$ cat src/rtl/pulsador_debounce_if.sv
// Button-side bundle of the debouncer: raw buttons in, clean levels, strobes and
// the lowest-pressed-note encoder out.
interface pulsador_debounce_if #(
    parameter int NumBtn = 7
);
    localparam int IdxW = (NumBtn > 1) ? $clog2(NumBtn) : 1;

    logic [NumBtn-1:0] pulsadorIn;
    logic [NumBtn-1:0] pulsadorOut;
    logic [NumBtn-1:0] pressPulse;
    logic [NumBtn-1:0] releasePulse;
    logic              noteValid;
    logic [IdxW-1:0]   noteIdx;

    modport master (
        output pulsadorIn,
        input  pulsadorOut,
        input  pressPulse,
        input  releasePulse,
        input  noteValid,
        input  noteIdx
    );

    modport slave (
        input  pulsadorIn,
        output pulsadorOut,
        output pressPulse,
        output releasePulse,
        output noteValid,
        output noteIdx
    );
endinterface

$ cat src/rtl/pulsador_debounce.sv
// Per-channel synchronise + debounce of active-low push-buttons, with registered
// press/release strobes and a lowest-index pressed-note encoder.
module pulsador_debounce #(
    parameter int NumBtn         = 7,
    parameter int DebounceCycles = 250
) (
    input  logic                 clockIn,
    input  logic                 resetN,
    pulsador_debounce_if.slave   bus
);
    localparam int CntW = $clog2(DebounceCycles);
    localparam int IdxW = (NumBtn > 1) ? $clog2(NumBtn) : 1;

    localparam logic [CntW-1:0] CNT_ZERO = {CntW{1'b0}};
    localparam logic [CntW-1:0] CNT_ONE  = {{(CntW-1){1'b0}}, 1'b1};
    localparam logic [CntW-1:0] CNT_LAST = CntW'(DebounceCycles - 1);

    typedef enum logic [1:0] {
        ST_UP      = 2'd0,
        ST_WAIT_DN = 2'd1,
        ST_DN      = 2'd2,
        ST_WAIT_UP = 2'd3
    } state_t;

    logic [NumBtn-1:0] sync1_q;
    logic [NumBtn-1:0] sync2_q;

    state_t            state_q [NumBtn];
    state_t            state_d [NumBtn];
    logic [CntW-1:0]   cnt_q   [NumBtn];
    logic [CntW-1:0]   cnt_d   [NumBtn];

    logic [NumBtn-1:0] out_q;
    logic [NumBtn-1:0] out_d;
    logic [NumBtn-1:0] press_q;
    logic [NumBtn-1:0] press_d;
    logic [NumBtn-1:0] release_q;
    logic [NumBtn-1:0] release_d;

    logic              note_valid_q;
    logic              note_valid_d;
    logic [IdxW-1:0]   note_idx_q;
    logic [IdxW-1:0]   note_idx_d;

    // Two-flop synchroniser; idles high so a held button re-debounces after reset.
    always_ff @(posedge clockIn or negedge resetN) begin
        if (!resetN) begin
            sync1_q <= {NumBtn{1'b1}};
            sync2_q <= {NumBtn{1'b1}};
        end else begin
            sync1_q <= bus.pulsadorIn;
            sync2_q <= sync1_q;
        end
    end

    // State register: FSM state, hold counters and registered level/strobes.
    always_ff @(posedge clockIn or negedge resetN) begin
        if (!resetN) begin
            for (int i = 0; i < NumBtn; i++) begin
                state_q[i] <= ST_UP;
                cnt_q[i]   <= CNT_ZERO;
            end
            out_q     <= {NumBtn{1'b1}};
            press_q   <= {NumBtn{1'b0}};
            release_q <= {NumBtn{1'b0}};
        end else begin
            for (int i = 0; i < NumBtn; i++) begin
                state_q[i] <= state_d[i];
                cnt_q[i]   <= cnt_d[i];
            end
            out_q     <= out_d;
            press_q   <= press_d;
            release_q <= release_d;
        end
    end

    // Next-state logic: any disagreeing sample during a wait aborts back to the stable state.
    always_comb begin
        for (int i = 0; i < NumBtn; i++) begin
            state_d[i] = state_q[i];
            cnt_d[i]   = cnt_q[i];
            case (state_q[i])
                ST_UP: begin
                    if (!sync2_q[i]) begin
                        state_d[i] = ST_WAIT_DN;
                        cnt_d[i]   = CNT_ONE;
                    end else begin
                        cnt_d[i]   = CNT_ZERO;
                    end
                end
                ST_WAIT_DN: begin
                    if (sync2_q[i]) begin
                        state_d[i] = ST_UP;
                        cnt_d[i]   = CNT_ZERO;
                    end else if (cnt_q[i] == CNT_LAST) begin
                        state_d[i] = ST_DN;
                        cnt_d[i]   = CNT_ZERO;
                    end else begin
                        cnt_d[i]   = cnt_q[i] + CNT_ONE;
                    end
                end
                ST_DN: begin
                    if (sync2_q[i]) begin
                        state_d[i] = ST_WAIT_UP;
                        cnt_d[i]   = CNT_ONE;
                    end else begin
                        cnt_d[i]   = CNT_ZERO;
                    end
                end
                ST_WAIT_UP: begin
                    if (!sync2_q[i]) begin
                        state_d[i] = ST_DN;
                        cnt_d[i]   = CNT_ZERO;
                    end else if (cnt_q[i] == CNT_LAST) begin
                        state_d[i] = ST_UP;
                        cnt_d[i]   = CNT_ZERO;
                    end else begin
                        cnt_d[i]   = cnt_q[i] + CNT_ONE;
                    end
                end
                default: begin
                    state_d[i] = ST_UP;
                    cnt_d[i]   = CNT_ZERO;
                end
            endcase
        end
    end

    // Output logic: level flips and strobes fire only on a completed wait.
    always_comb begin
        out_d     = out_q;
        press_d   = {NumBtn{1'b0}};
        release_d = {NumBtn{1'b0}};
        for (int i = 0; i < NumBtn; i++) begin
            if ((state_q[i] == ST_WAIT_DN) && (state_d[i] == ST_DN)) begin
                out_d[i]   = 1'b0;
                press_d[i] = 1'b1;
            end else if ((state_q[i] == ST_WAIT_UP) && (state_d[i] == ST_UP)) begin
                out_d[i]     = 1'b1;
                release_d[i] = 1'b1;
            end else begin
                out_d[i] = out_q[i];
            end
        end
    end

    // Encoder input: scan high-to-low so the lowest pressed index wins.
    always_comb begin
        note_valid_d = ~(&out_q);
        note_idx_d   = {IdxW{1'b0}};
        for (int i = NumBtn - 1; i >= 0; i--) begin
            note_idx_d = out_q[i] ? note_idx_d : IdxW'(i);
        end
    end

    // Encoder register, one cycle behind the debounced level.
    always_ff @(posedge clockIn or negedge resetN) begin
        if (!resetN) begin
            note_valid_q <= 1'b0;
            note_idx_q   <= {IdxW{1'b0}};
        end else begin
            note_valid_q <= note_valid_d;
            note_idx_q   <= note_idx_d;
        end
    end

    assign bus.pulsadorOut  = out_q;
    assign bus.pressPulse   = press_q;
    assign bus.releasePulse = release_q;
    assign bus.noteValid    = note_valid_q;
    assign bus.noteIdx      = note_idx_q;
endmodule

$ cat src/flat_wrapper.sv
// flat-port wrapper written by rule: the top's interface ports become plain ports
module pulsador_debounce_flat 
#(
    parameter int NumBtn         = 7,
    parameter int DebounceCycles = 250
)
  (clockIn, resetN, bus_pulsadorIn, bus_pulsadorOut, bus_pressPulse, bus_releasePulse, bus_noteValid, bus_noteIdx);
  pulsador_debounce_if #(.NumBtn(NumBtn)) bus_i ();
  input  logic clockIn;
  input  logic resetN;
  input wire logic [$bits(bus_i.pulsadorIn)-1:0] bus_pulsadorIn;
  output wire logic [$bits(bus_i.pulsadorOut)-1:0] bus_pulsadorOut;
  output wire logic [$bits(bus_i.pressPulse)-1:0] bus_pressPulse;
  output wire logic [$bits(bus_i.releasePulse)-1:0] bus_releasePulse;
  output wire logic [$bits(bus_i.noteValid)-1:0] bus_noteValid;
  output wire logic [$bits(bus_i.noteIdx)-1:0] bus_noteIdx;
  assign bus_i.pulsadorIn = bus_pulsadorIn;
  assign bus_pulsadorOut = bus_i.pulsadorOut;
  assign bus_pressPulse = bus_i.pressPulse;
  assign bus_releasePulse = bus_i.releasePulse;
  assign bus_noteValid = bus_i.noteValid;
  assign bus_noteIdx = bus_i.noteIdx;
  pulsador_debounce #(.NumBtn(NumBtn), .DebounceCycles(DebounceCycles)) u_core (.clockIn(clockIn), .resetN(resetN), .bus(bus_i));
endmodule
$ cat config.mk
export PLATFORM = sky130hd
export DESIGN_NAME = pulsador_debounce_flat
export DESIGN_NICKNAME = d
export VERILOG_FILES = /design/src/rtl/pulsador_debounce_if.sv /design/src/rtl/pulsador_debounce.sv /design/src/flat_wrapper.sv
export SDC_FILE = /design/constraint.sdc
export NUM_CORES = 1
export LEC_CHECK = 0
export CORE_AREA = 3 3 137 86
export CTS_BUF_LIST = sky130_fd_sc_hd__clkbuf_16
export DETAILED_ROUTE_END_ITERATION = 10
export DIE_AREA = 0 0 140 89
export GPL_TIMING_DRIVEN = 0
export PLACE_DENSITY = 0.65
export SYNTH_ARGS = -nofsm -noshare
export SYNTH_HDL_FRONTEND = slang
export SYNTH_SLANG_ARGS = --single-unit
$ cat constraint.sdc
create_clock -name clockIn -period 1.4 [get_ports clockIn]
set_input_delay 0.28 -clock clockIn [delete_from_list [all_inputs] [get_ports clockIn]]
set_output_delay 0.28 -clock clockIn [all_outputs]
set_load 0.02 [all_outputs]
==> qor.yml <==
sta:
  slew_headroom_pct: 62.3
  timing.setup.tns_ns: -0.566
  setup_viol_count_final: 16
  max_freq_mhz: 659
  period_needed_ns: 1.52
  whs_ns: 0.339
  hold_viol: 0
  fin_skew_ns: 0.00536
  finalCritPeriodShare_pct: 108
  rsz0062_at_grt: "true"
  setup_slack_ns: -0.116
  final_max_slew_viol_count: 0
  worst_slew_pin_slew_ns: 0.566
worst_setup_path:
  crit_type: "flip-flop to flip-flop"
  crit_chain: "inv_1, ha_2, and3b_1, or3b_4, nor2_4, nand3b_1"
  worstReg2RegStart: "u_core.cnt_q[9]$_DFF_PN0_"
  r2r_end: "u_core.bus.pulsadorOut[5]$_DFFE_PN1P_"
  ff2ff_path_depth: 6
  slowest_delay_ns: 0.44
  critPathBufInv: 1
  cp.required_ns: 1.68
  crit_start: "u_core.cnt_q[9]$_DFF_PN0_"
  slowest_stage: "or3b_4"
  worstSetupStartpointType: "flip-flop"
  cp.arrival_ns: 1.80
  end_kind: "flip-flop"
  crit_fanout: 5
  r2r_setup_slack_ns: -0.12
  cp_top_family: "simple AND/OR/NAND/NOR gates"
placement:
  numPlacedInstances: 620
  placed_area_sq_um: 5280
  post-place-ws_ns: -0.113
  io_buffers: 33
  gp_congestion: 0.844
  dp_hpwl_um: 5970
min_path:
  hp-class: "primary input to flip-flop"
  min-delay-start: "bus_pulsadorIn[5]"
  worst_hold_path.endpoint: "u_core.sync1_q[5]$_DFF_PN1_"
  whs_path_depth: 1
detailed_routing:
  dr_total_vias: 3454
  wl_per_cell_um: 14.1
  dr.pass1.iters: 4
  viasPerCell: 5.14
  drt-total-wl_um: 9500
  drtIter0Drc: 152
  ant_nets: 0
  drc: 0
cts:
  htree_levels: 3
  clk_latency_ns: 0.34
  cts_tree: "built"
  clock_sinks: 109
  clock_path_buffers: 2
  path_clk_slew_ns: 0.07
  cts_made_buffers: 9
  cts_root_buffer: "clkbuf_16"
global_routing:
  grt_pass1_wl_um: 15800
  grt.overflow.total: 0
  grt_max_degree: 68
  grt_usage_pct: 15.5
  grt_pass1_vias: 3283
  antenna_found_initial: 0
power_and_ir_drop:
  total_power_mw: 6.06
  p_per_area_nw_per_um2: 996
  clockPowerShare_pct: 40.2
  power_frac_seq_pct: 54.1
  p_switching_mw: 1.31
  ir_drop_mv: 0.680
  swShare_pct: 21.7
  pwr-share-comb_pct: 5.8
  p_leak_nw: 2.58
  intPower_mw: 4.75
final_layout:
  nets: 552
  fin_area_sq_um: 6090
  n_antenna_cell: 0
  multi_input_area_sq_um: 2160
  final_core_util_pct: 57.8
  seq_area_sq_um: 2760
  nFillCells: 883
  finalNonFillerCells: 672
  final_layout_size_suffix_gt1_share_pct: 29.3
  area.growth.synth_to_final_pct: 28.3
logic_synthesis:
  yosys.area_share.simple_pct: 21.1
  synth_mux_area_share_pct: 0.211
  synth_ff_type: "dfrtp_1"
  yosys.cell_types.count: 44
  ys_seq_area_share_pct: 58.0
  yosysWarnings: 0
  async_flop_share_pct: 100
  yosys-top-cells-count: "dfrtp_1 (88), nor2_1 (64), nand2_1 (33), a21oi_1 (24)"
  yosys.area_share.adder_pct: 3.69
  yosysMostFrequentCell: "dfrtp_1"
  synth_top_family_by_area: "simple AND/OR/NAND/NOR gates"
  syn_avg_cell_area_sq_um: 10.6
  synth_edf_count: 0
  synth_top_area_cell: "dfrtp_1"
  ys_top_cells_by_area: "dfrtp_1 (46%), dfstp_2 (12%), nor2_1 (5.1%), ha_1 (3.7%), xnor2_1 (3.5%)"
  synth_top_area_share_pct: 46.4
  synthCells: 447
  syn-num-nets: 470
  syn_area_sq_um: 4750
  synth_seq_cells: 109
  synth_compound_area_share_pct: 8.78
  synth_xor_area_share_pct: 6.09
floorplanning:
  die_area_sq_um: 12500
  start_util_pct: 45.1
  die_h_um: 89
  num_io_pins: 34
  die_w_um: 140
  rows: 29
  core_area_sq_um: 10500
job:
  maxCapViolations: 0
outcome:
  violations: "setup timing"
  status: "finished with violations"
cell usage in the layout, fill, tap and decap left out, types with 3 or more instances in the layout:
master / Yosys / routed
dfrtp_1: 88 / 83
nor2_1: 64 / 47
buf_4: 0 / 41
nand2_1: 33 / 29
a21oi_1: 24 / 22
inv_1: 21 / 21
dfstp_2: 21 / 21
xnor2_1: 19 / 19
nand3_1: 21 / 18
dlygate4sd2_1: 0 / 18
a31oi_1: 14 / 14
nor2_2: 0 / 12
o21ai_0: 17 / 12
nor3_1: 16 / 12
and3_1: 10 / 10
xor2_1: 14 / 10
clkbuf_16: 0 / 9
or2_4: 0 / 8
ha_2: 0 / 8
nand4_1: 7 / 7
nand3b_1: 7 / 7
clkdlybuf4s50_1: 0 / 7
nor2_4: 1 / 6
o21ai_1: 0 / 5
ha_1: 14 / 5
dfrtp_2: 0 / 5
buf_2: 3 / 4
xor2_2: 0 / 4
o21a_1: 4 / 4
nand2_2: 0 / 4
nor3_4: 1 / 4
nor2b_1: 5 / 3
nor3_2: 2 / 3
buf_6: 0 / 3
or3_4: 1 / 3
sequential cells by signal, indices dropped and copies added (netlist names):
signal and count:
u_core.bus.noteValid 1, u_core.bus.pulsadorOut 7, u_core.sync1_q 7, u_core.bus.releasePulse 7
u_core.cnt_q 56, u_core.bus.pressPulse 7, u_core.bus.noteIdx 3, u_core.state_q 14
u_core.sync2_q 7
per-layer routing:
| metal | GRT usage [%] | part of all wire [%] | wire length [um] |
|---|---|---|---|
| met2 | 23.8 | 46 | 4420 |
| met4 | 3.43 | 0.98 | 93 |
| met5 | 0 | 0 | 0 |
| met3 | 4.33 | 3.9 | 369 |
| met1 | 22.4 | 49 | 4620 |
logic make-up after synthesis:
logic type / Yosys count
AND/OR/NAND/NOR: 193
flip-flops: 109
AO/OA/AOI/OAI: 71
XOR/XNOR: 33
buffers and inverters: 26
adder cells (fa/ha/maj): 14
multiplexers: 1
power groups by stage:
stage | Sequential, mW | Clock (mW) | Combinational, mW
3_5_place_dp | 3.34 | 0 | 0.242
3_3_place_gp | 3.34 | 0 | 0.227
5_1_grt | 3.28 | 2.63 | 0.397
4_1_cts | 3.27 | 2.50 | 0.305
2_1_floorplan | 3.33 | 0 | 0.120
6_report | 3.28 | 2.43 | 0.351
how the worst max path moves through the flow:
stage / cells past startpoint / slack, ns / to
floorplan: 6 / 0.004 / u_core.state_q[3]$_DFF_PN0_
global placement: 1 / -4.08 / u_core.state_q[0]$_DFF_PN0_
detailed placement: 6 / -0.11 / u_core.state_q[3]$_DFF_PN0_
CTS: 6 / -0.1 / u_core.bus.pulsadorOut[5]$_DFFE_PN1P_
global route: 6 / -0.19 / u_core.bus.pulsadorOut[6]$_DFFE_PN1P_
finish: 6 / -0.12 / u_core.bus.pulsadorOut[5]$_DFFE_PN1P_
repair_timing:
action                                  CTS  global route
pin swaps                                 8            19
hold buffers                              1             0
hold endpoints to repair                 33             0
setup buffers                            23            15
resized for setup                        74            62
endpoints found under the setup margin   67            74
layout make-up:
class	count	share of cell area [%]
inverters	21	1.29
flip-flops and latches	109	45.3
clock inverters	6	0.925
plain buffers	4	0.411
multi-input cells	312	35.5
clock buffers	9	3.70
repair buffers	72	9.95
well taps	139	2.86
worst reg2reg max path: stages (launching register included):
cell      delay (ns)
dfrtp_1         0.38
inv_1           0.06
ha_2            0.18
and3b_1         0.20
or3b_4          0.44
nor2_4          0.10
nand3b_1        0.11
(Power assumes the default switching activity.)
